**src/rtl/uart_pkg.sv**
```systemverilog
`default_nettype none
// +----------------------------------------------------------------------+
// | uart_pkg                                                             |
// | Shared types, width limits and helpers for the UART TX arbiter.      |
// | Revision: 1.0                                                        |
// +----------------------------------------------------------------------+
package uart_pkg;

  typedef logic [2:0] width_t;

  localparam width_t WIDTH_MIN = 3'd1;
  localparam width_t WIDTH_MAX = 3'd4;

  typedef enum logic [0:0] {
    IDLE   = 1'b0,
    LOCKED = 1'b1
  } arb_state_e;

  function automatic logic width_legal(input width_t w);
    return (w >= WIDTH_MIN) && (w <= WIDTH_MAX);
  endfunction

endpackage
`default_nettype wire

```
**src/rtl/uart_tx_arbiter_if.sv**
```systemverilog
`default_nettype none
// +----------------------------------------------------------------------+
// | uart_tx_arbiter_if                                                   |
// | Requester handshake, FIFO write port and status of the TX arbiter.   |
// | Revision: 1.0                                                        |
// +----------------------------------------------------------------------+
interface uart_tx_arbiter_if #(
  parameter int NUM_REQ    = 4,
  parameter int FIFO_BYTES = 16
);
  localparam int CNT_W = $clog2(FIFO_BYTES + 1);
  localparam int IDX_W = $clog2(NUM_REQ);

  logic [NUM_REQ-1:0]       req_valid;
  logic [NUM_REQ-1:0][31:0] req_data;
  logic [NUM_REQ-1:0][2:0]  req_width;
  logic [NUM_REQ-1:0]       req_last;
  logic [NUM_REQ-1:0]       req_ready;
  logic                     fifo_write_enable;
  logic [31:0]              fifo_write_data;
  logic [2:0]               fifo_write_width;
  logic                     fifo_ack;
  logic [CNT_W-1:0]         fifo_level;
  logic [IDX_W-1:0]         grant_id;
  logic                     err_o;

  // Arbiter side
  modport slave (
    input  req_valid, req_data, req_width, req_last, fifo_ack,
    output req_ready, fifo_write_enable, fifo_write_data, fifo_write_width,
    output fifo_level, grant_id, err_o
  );

  // Requester / FIFO side
  modport master (
    output req_valid, req_data, req_width, req_last, fifo_ack,
    input  req_ready, fifo_write_enable, fifo_write_data, fifo_write_width,
    input  fifo_level, grant_id, err_o
  );
endinterface
`default_nettype wire

```
**src/rtl/uart_tx_arbiter_rr_pick.sv**
```systemverilog
`default_nettype none
// +----------------------------------------------------------------------+
// | rr_pick                                                              |
// | Combinational round-robin picker: first valid at or after ptr_i.     |
// | Revision: 1.0                                                        |
// +----------------------------------------------------------------------+
module rr_pick #(
  parameter  int NUM_REQ = 4,
  localparam int IDX_W   = $clog2(NUM_REQ)
) (
  input  logic [NUM_REQ-1:0] valid_i,
  input  logic [IDX_W-1:0]   ptr_i,
  output logic               found_o,
  output logic [IDX_W-1:0]   index_o,
  output logic [NUM_REQ-1:0] onehot_o
);

  int unsigned      cand;
  logic [IDX_W-1:0] cand_idx;

  always_comb begin
    found_o  = 1'b0;
    index_o  = '0;
    onehot_o = '0;
    cand     = 0;
    cand_idx = '0;
    for (int k = 0; k < NUM_REQ; k++) begin
      cand     = (int'(ptr_i) + k) % NUM_REQ;
      cand_idx = cand[IDX_W-1:0];
      if (!found_o && valid_i[cand_idx]) begin
        found_o            = 1'b1;
        index_o            = cand_idx;
        onehot_o[cand_idx] = 1'b1;
      end
    end
  end

endmodule
`default_nettype wire

```
**src/rtl/uart_tx_arbiter.sv**
```systemverilog
`default_nettype none
// +----------------------------------------------------------------------+
// | uart_tx_arbiter                                                      |
// | Round-robin, packet-locking arbiter in front of a shared TX FIFO.    |
// | Revision: 1.0                                                        |
// +----------------------------------------------------------------------+
module uart_tx_arbiter
  import uart_pkg::*;
#(
  parameter int NUM_REQ    = 4,
  parameter int FIFO_BYTES = 16
) (
  input  logic                clk_i,
  input  logic                reset_ni,
  uart_tx_arbiter_if.slave    bus
);

  localparam int CNT_W = $clog2(FIFO_BYTES + 1);
  localparam int IDX_W = $clog2(NUM_REQ);

  arb_state_e       state_q,    state_d;
  logic [IDX_W-1:0] rr_ptr_q,   rr_ptr_d;
  logic [IDX_W-1:0] grant_id_q, grant_id_d;
  logic [CNT_W-1:0] level_q,    level_d;
  logic             wen_q,      wen_d;
  logic [31:0]      wdata_q,    wdata_d;
  width_t           wwidth_q,   wwidth_d;
  logic             err_q,      err_d;

  logic               pick_found;
  logic [IDX_W-1:0]   pick_idx;
  logic [NUM_REQ-1:0] pick_onehot;

  logic [IDX_W-1:0]   sel_idx;
  logic [NUM_REQ-1:0] sel_onehot;
  width_t             sel_width;
  logic               sel_legal;
  logic               sel_fits;
  logic [CNT_W-1:0]   free_bytes;
  logic [NUM_REQ-1:0] ready;
  logic               xfer;
  logic [CNT_W-1:0]   add_bytes;
  logic [CNT_W-1:0]   sub_bytes;

  rr_pick #(.NUM_REQ(NUM_REQ)) u_rr_pick (
    .valid_i  (bus.req_valid),
    .ptr_i    (rr_ptr_q),
    .found_o  (pick_found),
    .index_o  (pick_idx),
    .onehot_o (pick_onehot)
  );

  // Only the selected requester's width matters; all other readies are masked.
  always_comb begin
    sel_onehot = '0;
    if (state_q == LOCKED) begin
      sel_idx             = grant_id_q;
      sel_onehot[sel_idx] = 1'b1;
    end else begin
      sel_idx = pick_idx;
      if (pick_found) sel_onehot = pick_onehot;
    end
    sel_width  = bus.req_width[sel_idx];
    sel_legal  = width_legal(sel_width);
    free_bytes = CNT_W'(FIFO_BYTES) - level_q;
    sel_fits   = 32'(sel_width) <= 32'(free_bytes);
    ready      = sel_onehot & bus.req_valid
               & {NUM_REQ{reset_ni && (!sel_legal || sel_fits)}};
    xfer       = |ready;
  end

  always_comb begin
    state_d    = state_q;
    rr_ptr_d   = rr_ptr_q;
    grant_id_d = grant_id_q;
    wen_d      = 1'b0;
    wdata_d    = wdata_q;
    wwidth_d   = wwidth_q;
    err_d      = 1'b0;
    add_bytes  = '0;
    sub_bytes  = '0;
    if (xfer) begin
      grant_id_d = sel_idx;
      if (sel_legal) begin
        wen_d     = 1'b1;
        wdata_d   = bus.req_data[sel_idx];
        wwidth_d  = sel_width;
        add_bytes = CNT_W'(sel_width);
      end else begin
        err_d = 1'b1;
      end
      if (bus.req_last[sel_idx]) begin
        state_d  = IDLE;
        rr_ptr_d = (sel_idx == IDX_W'(NUM_REQ - 1)) ? '0 : sel_idx + IDX_W'(1);
      end else begin
        state_d = LOCKED;
      end
    end
    // Credit is reserved at accept; an ack on an empty FIFO is spurious.
    if (bus.fifo_ack && (level_q != '0)) sub_bytes = CNT_W'(1);
    level_d = level_q + add_bytes - sub_bytes;
  end

  always_ff @(posedge clk_i or negedge reset_ni) begin
    if (!reset_ni) begin
      state_q    <= IDLE;
      rr_ptr_q   <= '0;
      grant_id_q <= '0;
      level_q    <= '0;
      wen_q      <= 1'b0;
      wdata_q    <= '0;
      wwidth_q   <= '0;
      err_q      <= 1'b0;
    end else begin
      state_q    <= state_d;
      rr_ptr_q   <= rr_ptr_d;
      grant_id_q <= grant_id_d;
      level_q    <= level_d;
      wen_q      <= wen_d;
      wdata_q    <= wdata_d;
      wwidth_q   <= wwidth_d;
      err_q      <= err_d;
    end
  end

  assign bus.req_ready         = ready;
  assign bus.fifo_write_enable = wen_q;
  assign bus.fifo_write_data   = wdata_q;
  assign bus.fifo_write_width  = wwidth_q;
  assign bus.fifo_level        = level_q;
  assign bus.grant_id          = grant_id_q;
  assign bus.err_o             = err_q;

endmodule
`default_nettype wire

```
**src/flat_wrapper.sv**
```systemverilog
// flat-port wrapper written by rule: the top's interface ports become plain ports
module uart_tx_arbiter_flat import uart_pkg::*;
#(
  parameter int NUM_REQ    = 4,
  parameter int FIFO_BYTES = 16
)
  (clk_i, reset_ni, bus_req_valid, bus_req_data, bus_req_width, bus_req_last, bus_fifo_ack, bus_req_ready, bus_fifo_write_enable, bus_fifo_write_data, bus_fifo_write_width, bus_fifo_level, bus_grant_id, bus_err_o);
  uart_tx_arbiter_if #(.NUM_REQ(NUM_REQ), .FIFO_BYTES(FIFO_BYTES)) bus_i ();
  input  logic clk_i;
  input  logic reset_ni;
  input wire logic [$bits(bus_i.req_valid)-1:0] bus_req_valid;
  input wire logic [$bits(bus_i.req_data)-1:0] bus_req_data;
  input wire logic [$bits(bus_i.req_width)-1:0] bus_req_width;
  input wire logic [$bits(bus_i.req_last)-1:0] bus_req_last;
  input wire logic [$bits(bus_i.fifo_ack)-1:0] bus_fifo_ack;
  output wire logic [$bits(bus_i.req_ready)-1:0] bus_req_ready;
  output wire logic [$bits(bus_i.fifo_write_enable)-1:0] bus_fifo_write_enable;
  output wire logic [$bits(bus_i.fifo_write_data)-1:0] bus_fifo_write_data;
  output wire logic [$bits(bus_i.fifo_write_width)-1:0] bus_fifo_write_width;
  output wire logic [$bits(bus_i.fifo_level)-1:0] bus_fifo_level;
  output wire logic [$bits(bus_i.grant_id)-1:0] bus_grant_id;
  output wire logic [$bits(bus_i.err_o)-1:0] bus_err_o;
  assign bus_i.req_valid = bus_req_valid;
  assign bus_i.req_data = bus_req_data;
  assign bus_i.req_width = bus_req_width;
  assign bus_i.req_last = bus_req_last;
  assign bus_i.fifo_ack = bus_fifo_ack;
  assign bus_req_ready = bus_i.req_ready;
  assign bus_fifo_write_enable = bus_i.fifo_write_enable;
  assign bus_fifo_write_data = bus_i.fifo_write_data;
  assign bus_fifo_write_width = bus_i.fifo_write_width;
  assign bus_fifo_level = bus_i.fifo_level;
  assign bus_grant_id = bus_i.grant_id;
  assign bus_err_o = bus_i.err_o;
  uart_tx_arbiter #(.NUM_REQ(NUM_REQ), .FIFO_BYTES(FIFO_BYTES)) u_core (.clk_i(clk_i), .reset_ni(reset_ni), .bus(bus_i));
endmodule
```
**config.mk**
```make
export PLATFORM = sky130hd
export DESIGN_NAME = uart_tx_arbiter_flat
export DESIGN_NICKNAME = d
export VERILOG_FILES = /design/src/rtl/uart_pkg.sv /design/src/rtl/uart_tx_arbiter_if.sv /design/src/rtl/uart_tx_arbiter_rr_pick.sv /design/src/rtl/uart_tx_arbiter.sv /design/src/flat_wrapper.sv
export SDC_FILE = /design/constraint.sdc
export NUM_CORES = 1
export LEC_CHECK = 0
export CAP_MARGIN = 10
export CORE_MARGIN = 2
export CORE_UTILIZATION = 45
export CTS_CLUSTER_DIAMETER = 60
export DETAILED_ROUTE_END_ITERATION = 10
export GPL_TIMING_DRIVEN = 0
export PLACE_DENSITY = 0.94
export SLEW_MARGIN = 20
export SYNTH_ARGS = -nofsm -noshare
export SYNTH_HDL_FRONTEND = slang
export SYNTH_SLANG_ARGS = --single-unit
```
**constraint.sdc**
```tcl
create_clock -name clk_i -period 10.6 [get_ports clk_i]
set_input_delay 1.06 -clock clk_i [delete_from_list [all_inputs] [get_ports clk_i]]
set_output_delay 1.06 -clock clk_i [all_outputs]
set_load 0.005 [all_outputs]
```
==> out/qor.csv, run 1 <==
stage,metric,value,unit
placed_design,port buffer count,198,
cells_and_area,share of final-layout standard cells stronger than drive strength 1,8.75,%
sta,unrepaired setup endpoints after global routing,false,
grt,number of antenna violations at the first check in global routing,0,
yosys,Netlist cell types,51,
cts,post-cts hold buffer count,0,
die,CORE AREA,8760,um2
critical_path,worst-path cell with the longest stage delay,sky130_fd_sc_hd__clkdlybuf4s50_1,
yosys,share of Yosys cell area claimed by the top area cell type,28.8,%
worst_hold_path,worst min-delay path category,flop to flop,
sta,number of hold violations in the final report,0,
yosys,Mapped Nets,664,
yosys,proportion of register bits with asynchronous set or reset after synthesis,100,%
routing,post-detailed-route count of antenna-violating nets,0,
yosys,post-synth design cell area,4080,um2
critical_path,cell-by-cell trace of the critical path,clkdlybuf4s50_1 > clkbuf_1 > mux2i_1 > o221ai_1 > o311a_1 > clkbuf_1 > clkbuf_1 > nand2_1 > a31oi_1 > ha_1 > a21o_1 > a21oi_1 > nor2_1 > or2_4 > nor2_8 > buf_6 > nand2_1 > ha_1 > inv_1 > fa_1 > a21o_1 > a21oi_1 > xnor2_1,
cts,largest buffer count on any clock path,2,
grt,maximum number of pins on one net before global-route repair,33,
yosys,most instantiated cells after synthesis,"sky130_fd_sc_hd__nand2_1 (150), sky130_fd_sc_hd__dfrtp_1 (47), sky130_fd_sc_hd__and3_1 (41), sky130_fd_sc_hd__a31oi_1 (36), sky130_fd_sc_hd__mux2_4 (28)",
yosys,mean instance size in the synthesized netlist,8.32,um2
cts,Max H-tree Level,2,
grt,overall fraction of global-route tracks in use,27.9,%
critical_path,kind of critical path,primary input to flop,
critical_path,"Data arrival, critical path",6.93,ns
critical_path,Critical Path End Type,flop,
cells_and_area,fill cell total of the finished layout,650,
grt,first-pass GRT wire length,22000,um
cells_and_area,Diodes inserted,0,
sta,clock skew,0.0103,ns
grt,layer carrying the most global-route usage,met2,
placed_design,"worst slack, placed",3.62,ns
yosys,sequential fraction of the synthesis area,28.8,%
critical_path,most used cell along the critical path,sky130_fd_sc_hd__clkbuf_1,
critical_path,Crit path largest cell delay,0.52,ns
grt,GRT met1 Usage,32.1,%
routing,Pre-antenna DRT Iters,5,
placed_design,placer's final routability congestion estimate,0.902,
cts,Post-CTS Resized,0,
pwr,leakage power summed over all cells,2.81,nW
yosys,number of standard cells after synthesis,491,
critical_path,Critical Path Fanout Max,10,
yosys,cells taking the most area after synthesis,"sky130_fd_sc_hd__dfrtp_1 (29%), sky130_fd_sc_hd__nand2_1 (14%), sky130_fd_sc_hd__mux2_4 (10%), sky130_fd_sc_hd__ha_1 (6.4%), sky130_fd_sc_hd__and3_1 (6.3%)",
cts,CTS tree,done,
cts,number of clock sinks seen by CTS,47,
routing,detail-routed via count per cell,5.66,
cts,worst-skew pair later-pin latency,0.31,ns
pwr,Peak VDD IR,0.000168,V
cells_and_area,filler-free cell count of the finished design,805,
sta,final period utilization,63.2,%
yosys,number of warning messages in the yosys log,0,
die,Total Die Area,9850,um2
yosys,library cell with the highest instance count after synthesis,sky130_fd_sc_hd__nand2_1,
cells_and_area,area growth from synthesis to final layout,54.2,%
grt,overall overflow remaining after global route,0,
placed_design,total placed cells including tap cells,798,
sta,pins over their slew limit,0,
sta,Fmax,149,MHz
sta,final setup margin,3.90,ns
placed_design,DP HPWL,11300,um
cts,cell at the root of the clock tree,sky130_fd_sc_hd__clkbuf_8,
die,Std-Cell Rows,34,
sta,Setup Viol. Count Final,0,
critical_path,required time at the endpoint of the critical path,10.84,ns
pwr,total design power,1.98,mW
routing,Iteration-0 DRC Markers,224,
cells_and_area,multi-input logic area,2640,um2
sta,worst-case headroom to the max-slew limit,46.8,%
die,die width,99.3,um
critical_path,Critical Path Start Type,primary input,
run_status,status,"finished, final reports clean",
die,overall die height,99.3,um
sta,minimum clock period after layout,6.70,ns
flow_run,number of max-cap violations,0,
die,number of primary I/O pins,199,
routing,DR WL/cell,17.6,um
cells_and_area,footprint of the flip-flops and latches,1180,um2
yosys,flip-flop and latch count after synthesis,47,
routing,total wirelength of the detailed-routed design,14100,um
critical_path,r2r worst-path depth,25,
sta,final-layout setup total negative slack,0,ns
routing,DRC violation count after routing,0,
cts,count of buffers added by post-CTS timing repair for setup,0,
yosys,Post-synth EDFFs,0,
grt,vias in the first global route,4588,
cts,clock buffers created by TritonCTS,5,
cells_and_area,number of nets in the final layout,870,
grt,met3 usage in global routing,4.43,%
cts,clock-pin slew reported for the worst setup and hold paths after clock tree synthesis,0.10,ns
grt,met2 Resource Use GR,50.6,%
yosys,Most used DFF post-synth,sky130_fd_sc_hd__dfrtp_1,
yosys,library cell with the largest summed area after synthesis,sky130_fd_sc_hd__dfrtp_1,
sta,worst hold slack across all endpoints,0.506,ns
die,initial core utilization,46.6,%
routing,via count,4560,
pwr,power density of the placed cells,314,nW/um2
sta,slew at the pin closest to its max-slew limit,0.796,ns
worst_hold_path,Hold Path Stages,1,
worst max-delay path: cells and delay by family:
| kind | cells | cell delay (ns) |
|---|---|---|
| fa+ha+maj | 3 | 1.12 |
| buf+inv | 6 | 2.06 |
| xor+xnor | 1 | 0.14 |
| simple gates | 5 | 0.79 |
| mux | 1 | 0.14 |
| compound gates | 7 | 1.59 |
sequential cells by signal, summed over array words and instances, names as in the netlist:
register                      cells
u_core.bus.grant_id               2
u_core.bus.fifo_write_enable      1
u_core.rr_ptr_q                   2
u_core.state_q                    1
u_core.bus.fifo_write_data       32
u_core.bus.err_o                  1
u_core.bus.fifo_write_width       3
u_core.bus.fifo_level             5
worst paths after layout:
kind	end	slack (ns)	startpoint
worst max-delay path	u_core.bus.fifo_level[4]$_DFF_PN0_	3.90	bus_req_valid[1]
worst max register to register	u_core.bus.fifo_level[4]$_DFF_PN0_	3.98	u_core.rr_ptr_q[0]$_DFFE_PN0P_
max in group asynchronous	u_core.bus.fifo_write_enable$_DFF_PN0_	9.35	reset_ni
min in group asynchronous	u_core.bus.fifo_write_width[1]$_DFFE_PN0P_	0.71	reset_ni
worst min register to register	u_core.bus.fifo_write_data[25]$_DFFE_PN0P_	0.51	u_core.bus.fifo_write_data[25]$_DFFE_PN0P_
worst min-delay path	u_core.bus.fifo_write_data[25]$_DFFE_PN0P_	0.51	u_core.bus.fifo_write_data[25]$_DFFE_PN0P_
routing by layer:
metal | vias to the layer above | wire length, um
met3 | 43 | 1020
met1 | 2173 | 5400
met5 | - | 0
met2 | 229 | 7160
met4 | 0 | 548
li1 | 2115 | -
layout by cell type (no fill, tap or decap), types with 3 or more instances in the layout:
master,synthesis,layout
sky130_fd_sc_hd__dfrtp_1,47,47
sky130_fd_sc_hd__nor2b_1,6,6
sky130_fd_sc_hd__buf_6,3,3
sky130_fd_sc_hd__buf_2,5,6
sky130_fd_sc_hd__inv_1,19,19
sky130_fd_sc_hd__clkdlybuf4s50_1,0,197
sky130_fd_sc_hd__nor2_1,11,11
sky130_fd_sc_hd__a2111oi_0,4,4
sky130_fd_sc_hd__mux2i_1,8,8
sky130_fd_sc_hd__a311o_1,3,3
sky130_fd_sc_hd__ha_1,21,21
sky130_fd_sc_hd__and3_1,41,41
sky130_fd_sc_hd__inv_2,4,4
sky130_fd_sc_hd__a21o_1,3,3
sky130_fd_sc_hd__nor3b_1,3,3
sky130_fd_sc_hd__nor3_1,6,6
sky130_fd_sc_hd__a21oi_1,11,11
sky130_fd_sc_hd__nand3_1,3,3
sky130_fd_sc_hd__a31oi_1,36,36
sky130_fd_sc_hd__mux4_2,3,3
sky130_fd_sc_hd__xnor2_1,8,8
sky130_fd_sc_hd__clkbuf_1,23,23
sky130_fd_sc_hd__nand2_1,150,150
sky130_fd_sc_hd__clkbuf_8,0,5
sky130_fd_sc_hd__nand3b_1,4,4
sky130_fd_sc_hd__mux2_1,8,8
sky130_fd_sc_hd__mux2_4,28,28
stage by stage:
stage | area (um2) | util (%)
floorplan | 4080 | -
global placement | 6200 | 70.8
detailed placement | 6220 | 70.9
CTS | 6300 | 71.9
global route | 6300 | 71.9
finish | 6300 | 71.9
power breakdown:
group	switching [mW]	internal, mW	total (mW)
registers	0.0757	0.278	0.354
logic	0.774	0.741	1.52
clock network	0.0639	0.0453	0.109
area by class of cell:
cell class              instances  share of cell area (%)
plain buffers                  34                    2.84
clock buffers                   5                    1.09
clock inverters                 2                   0.219
inverters                      23                    1.37
multi-input cells             387                    42.0
flip-flops and latches         47                    18.7
well taps                     108                    2.15
repair buffers                199                    31.7
logic make-up after synthesis:
kind of cell / after synthesis / share of synthesized area, %
AOI/OAI and AO/OA: 74 / 13.0
xor gates and xnor gates: 10 / 2.14
DFF: 47 / 28.8
and+or+nand+nor: 233 / 26.3
buffers and inverters: 57 / 6.49
muxes: 48 / 16.4
adders and majority gates: 22 / 6.92
No activity file was read; power rests on OpenSTA's default activity.
==> run 2, diff against run 1 <==
CORE_UTILIZATION = 38   (was 45)
PLACE_DENSITY = 0.85   (was 0.94)
clock period = 5.8 ns   (was 10.6 ns; I/O delays follow)
==> out/qor.csv, run 2 (same netlist as run 1, synthesis figures left out) <==
stage,metric,value,unit,change
grt,maximum number of pins on one net before global-route repair,53,,was 33
critical_path,"Data arrival, critical path",5.76,ns,was 6.93 ns
pwr,leakage power summed over all cells,2.83,nW,was 2.81 nW
sta,unrepaired setup endpoints after global routing,false,,unchanged
die,Total Die Area,11600,um2,was 9850 um2
critical_path,worst-path cell with the longest stage delay,sky130_fd_sc_hd__mux4_2,,was sky130_fd_sc_hd__clkdlybuf4s50_1
sta,slew at the pin closest to its max-slew limit,1.06,ns,was 0.796 ns
sta,Setup Viol. Count Final,0,,unchanged
cts,clock buffers created by TritonCTS,5,,unchanged
pwr,Sw Share,45.6,%,was 46.2%
worst_hold_path,worst min-delay path category,primary input to async pin,,was flop to flop
routing,DRC violation count after routing,0,,unchanged
die,number of primary I/O pins,199,,unchanged
die,Std-Cell Rows,37,,was 34
critical_path,Crit path largest cell delay,0.57,ns,was 0.52 ns
pwr,internal power summed over all cells,1.98,mW,was 1.06 mW
cts,largest buffer count on any clock path,2,,unchanged
sta,clock skew,0.0109,ns,was 0.0103 ns
pwr,clock network power share,5.5,%,about the same
cts,clock-pin slew reported for the worst setup and hold paths after clock tree synthesis,0.10,ns,about the same
cells_and_area,fill cell total of the finished layout,891,,was 650
pwr,power density of the placed cells,572,nW/um2,was 314 nW/um2
routing,via count,4420,,"was 4,560"
critical_path,Critical Path Start Type,flop,,was primary input
pwr,Comb pwr share,77.1,%,was 76.6%
critical_path,slack of the worst reg-to-reg path,0.27,ns,was 3.98 ns
pwr,Peak VDD IR,0.000243,V,was 0.000168 V
placed_design,port buffer count,198,,unchanged
placed_design,DP HPWL,11200,um,"was 11,300 um"
grt,vias in the first global route,4537,,"was 4,588"
cells_and_area,most common library cell in the layout ignoring fill and taps,sky130_fd_sc_hd__clkdlybuf4s50_1,,unchanged
sta,number of hold violations in the final report,0,,unchanged
routing,total wirelength of the detailed-routed design,14100,um,about the same
placed_design,placer's final routability congestion estimate,0.894,,was 0.902
critical_path,required time at the endpoint of the critical path,6.03,ns,was 10.84 ns
grt,first-pass GRT wire length,21900,um,"was 22,000 um"
routing,DR WL/cell,16.9,um,was 17.6 um
critical_path,Critical Path Fanout Max,10,,unchanged
pwr,total design power,3.65,mW,was 1.98 mW
cells_and_area,most frequent cells in the layout,"sky130_fd_sc_hd__clkdlybuf4s50_1 (197), sky130_fd_sc_hd__nand2_1 (150), sky130_fd_sc_hd__dfrtp_1 (45)",,"was sky130_fd_sc_hd__clkdlybuf4s50_1 (197), sky130_fd_sc_hd__nand2_1 (150), sky130_fd_sc_hd__dfrtp_1 (47)"
sta,final period utilization,95.3,%,
die,die width,108,um,was 99.3 um
sta,Fmax,181,MHz,
cells_and_area,number of nets in the final layout,871,,was 870
pwr,reported net switching power,1.66,mW,was 0.914 mW
routing,post-detailed-route count of antenna-violating nets,0,,unchanged
cts,worst-skew pair later-pin latency,0.30,ns,was 0.31 ns
pwr,sequential cell fraction of total power,17.5,%,was 17.9%
sta,final-layout setup total negative slack,0,ns,unchanged
die,CORE AREA,10400,um2,was 8760 um2
grt,overall overflow remaining after global route,0,,unchanged
die,initial core utilization,39.4,%,was 46.6%
cts,Max H-tree Level,2,,unchanged
cells_and_area,final cell area excluding filler cells,6380,um2,was 6300 um2
run_status,status,"finished, final reports clean",,unchanged
grt,overall fraction of global-route tracks in use,23.9,%,was 27.9%
die,overall die height,108,um,was 99.3 um
routing,Pre-antenna DRT Iters,5,,unchanged
critical_path,"delay-heaviest family, CP",adder cells,,was buffers and inverters
cells_and_area,area growth from synthesis to final layout,56.3,%,was 54.2%
cts,CTS tree,done,,unchanged
critical_path,kind of critical path,flop to flop,,was primary input to flop
cts,post-cts hold buffer count,0,,unchanged
grt,number of antenna violations at the first check in global routing,0,,unchanged
sta,minimum clock period after layout,5.53,ns,
cts,cell at the root of the clock tree,sky130_fd_sc_hd__clkbuf_8,,unchanged
critical_path,CP Buf/Inv Count,7,,was 6
routing,detail-routed via count per cell,5.30,,was 5.66
cells_and_area,Final Core Density,61.5,%,was 71.9%
cts,number of clock sinks seen by CTS,47,,unchanged
sta,worst-case headroom to the max-slew limit,29.3,%,was 46.8%
cells_and_area,number of flip-flops in the largest register,32,,unchanged
cells_and_area,share of final-layout standard cells stronger than drive strength 1,10.3,%,was 8.75%
cells_and_area,Diodes inserted,0,,unchanged
critical_path,Critical Path End Type,flop,,unchanged
placed_design,placed instance area,6230,um2,was 6220 um2
flow_run,number of max-cap violations,0,,unchanged
routing,Iteration-0 DRC Markers,189,,was 224
sta,pins over their slew limit,0,,unchanged
[run 2: cell types whose count changed in the layout (fill, tap and decap cells not counted), sizes merged]
| cell | change |
|---|---|
| buf | +1 |
[run 2: area by class of cell]
cell class | count | area [um2] | share of cell area (%)
buffer | 33 | 185 | 2.90
clock buffer | 5 | 68.8 | 1.08
clock inverter | 2 | 13.8 | 0.216
inverter | 23 | 86.3 | 1.35
multi-input combinational | 387 | 2680 | 42.0
sequential | 47 | 1180 | 18.5
tap | 136 | 170 | 2.67
timing repair buffer | 201 | 2000 | 31.4
[run 2: repair_timing]
item | CTS | global route
pin swaps | 1 | 0
gates resized for setup | 8 | 8
setup buffers | 2 | 1
endpoints found under the setup margin | 8 | 2
[run 2: per-stage QoR]
| step | hold WS [ns] | instances | setup WS, ns |
|---|---|---|---|
| after global routing | 0.360 | 834 | 0.0654 |
| after global placement | 0.469 | 825 | -0.539 |
| after floorplan | 0.284 | 491 | 0.320 |
| final | 0.307 | 834 | 0.271 |
| after detailed placement | 0.479 | 825 | -0.651 |
| after CTS | 0.330 | 833 | 0.0169 |
[run 2: routing by layer]
| metal | wire length [um] | vias up | track usage (%) |
|---|---|---|---|
| met1 | 5300 | 2052 | 27.6 |
| met4 | 470 | 0 | 9.80 |
| met5 | 0 | - | 0 |
| met3 | 1040 | 37 | 4.06 |
| met2 | 7290 | 218 | 43.5 |
| li1 | - | 2113 | - |
[run 2: path summary, 6_finish.rpt]
path / from / endpoint / cells after the start
setup / recovery: u_core.rr_ptr_q[0]$_DFFE_PN0P_ / u_core.bus.fifo_level[4]$_DFF_PN0_ / 26
min in group clk_i: u_core.bus.fifo_write_data[25]$_DFFE_PN0P_ / u_core.bus.fifo_write_data[25]$_DFFE_PN0P_ / 1
setup reg to reg: u_core.rr_ptr_q[0]$_DFFE_PN0P_ / u_core.bus.fifo_level[4]$_DFF_PN0_ / 26
max in group asynchronous: reset_ni / u_core.rr_ptr_q[0]$_DFFE_PN0P_ / 1
hold / removal: reset_ni / u_core.bus.fifo_write_data[29]$_DFFE_PN0P_ / 1
hold reg to reg: u_core.bus.fifo_write_data[25]$_DFFE_PN0P_ / u_core.bus.fifo_write_data[25]$_DFFE_PN0P_ / 1
[run 2: power by group through the flow]
stage | Sequential (mW) | Clock [mW] | Combinational, mW
floorplan | 0.629 | 0 | 1.77
finish | 0.637 | 0.200 | 2.81
global route | 0.659 | 0.215 | 3.07
global placement | 0.640 | 0 | 2.66
detailed placement | 0.644 | 0 | 2.75
CTS | 0.643 | 0.202 | 2.78
[run 2: worst register-to-register path, stage by stage (launching register included)]
cell and delay [ns]:
sky130_fd_sc_hd__dfrtp_2 0.38, sky130_fd_sc_hd__buf_6 0.14, sky130_fd_sc_hd__clkbuf_4 0.21, sky130_fd_sc_hd__inv_2 0.10, sky130_fd_sc_hd__ha_4 0.31, sky130_fd_sc_hd__mux4_2 0.57
sky130_fd_sc_hd__nor2b_4 0.16, sky130_fd_sc_hd__mux2i_1 0.17, sky130_fd_sc_hd__and2_1 0.12, sky130_fd_sc_hd__buf_2 0.15, sky130_fd_sc_hd__inv_2 0.11, sky130_fd_sc_hd__and3_1 0.20
sky130_fd_sc_hd__a31oi_4 0.20, sky130_fd_sc_hd__ha_1 0.28, sky130_fd_sc_hd__a21o_1 0.17, sky130_fd_sc_hd__a21oi_1 0.14, sky130_fd_sc_hd__nor2_1 0.09, sky130_fd_sc_hd__or2_4 0.27
sky130_fd_sc_hd__nor2_8 0.12, sky130_fd_sc_hd__buf_6 0.19, sky130_fd_sc_hd__nand2_1 0.08, sky130_fd_sc_hd__ha_1 0.27, sky130_fd_sc_hd__inv_1 0.06, sky130_fd_sc_hd__fa_1 0.46
sky130_fd_sc_hd__a21o_1 0.20, sky130_fd_sc_hd__a21oi_1 0.17, sky130_fd_sc_hd__xnor2_1 0.14
==> run 3, diff against run 2 <==
ABC_AREA = 0   (was default)
CAP_MARGIN = default   (was 10)
==> results of run 3 <==
Same layout as run 2: the final DEF is identical, and so are final timing and power.
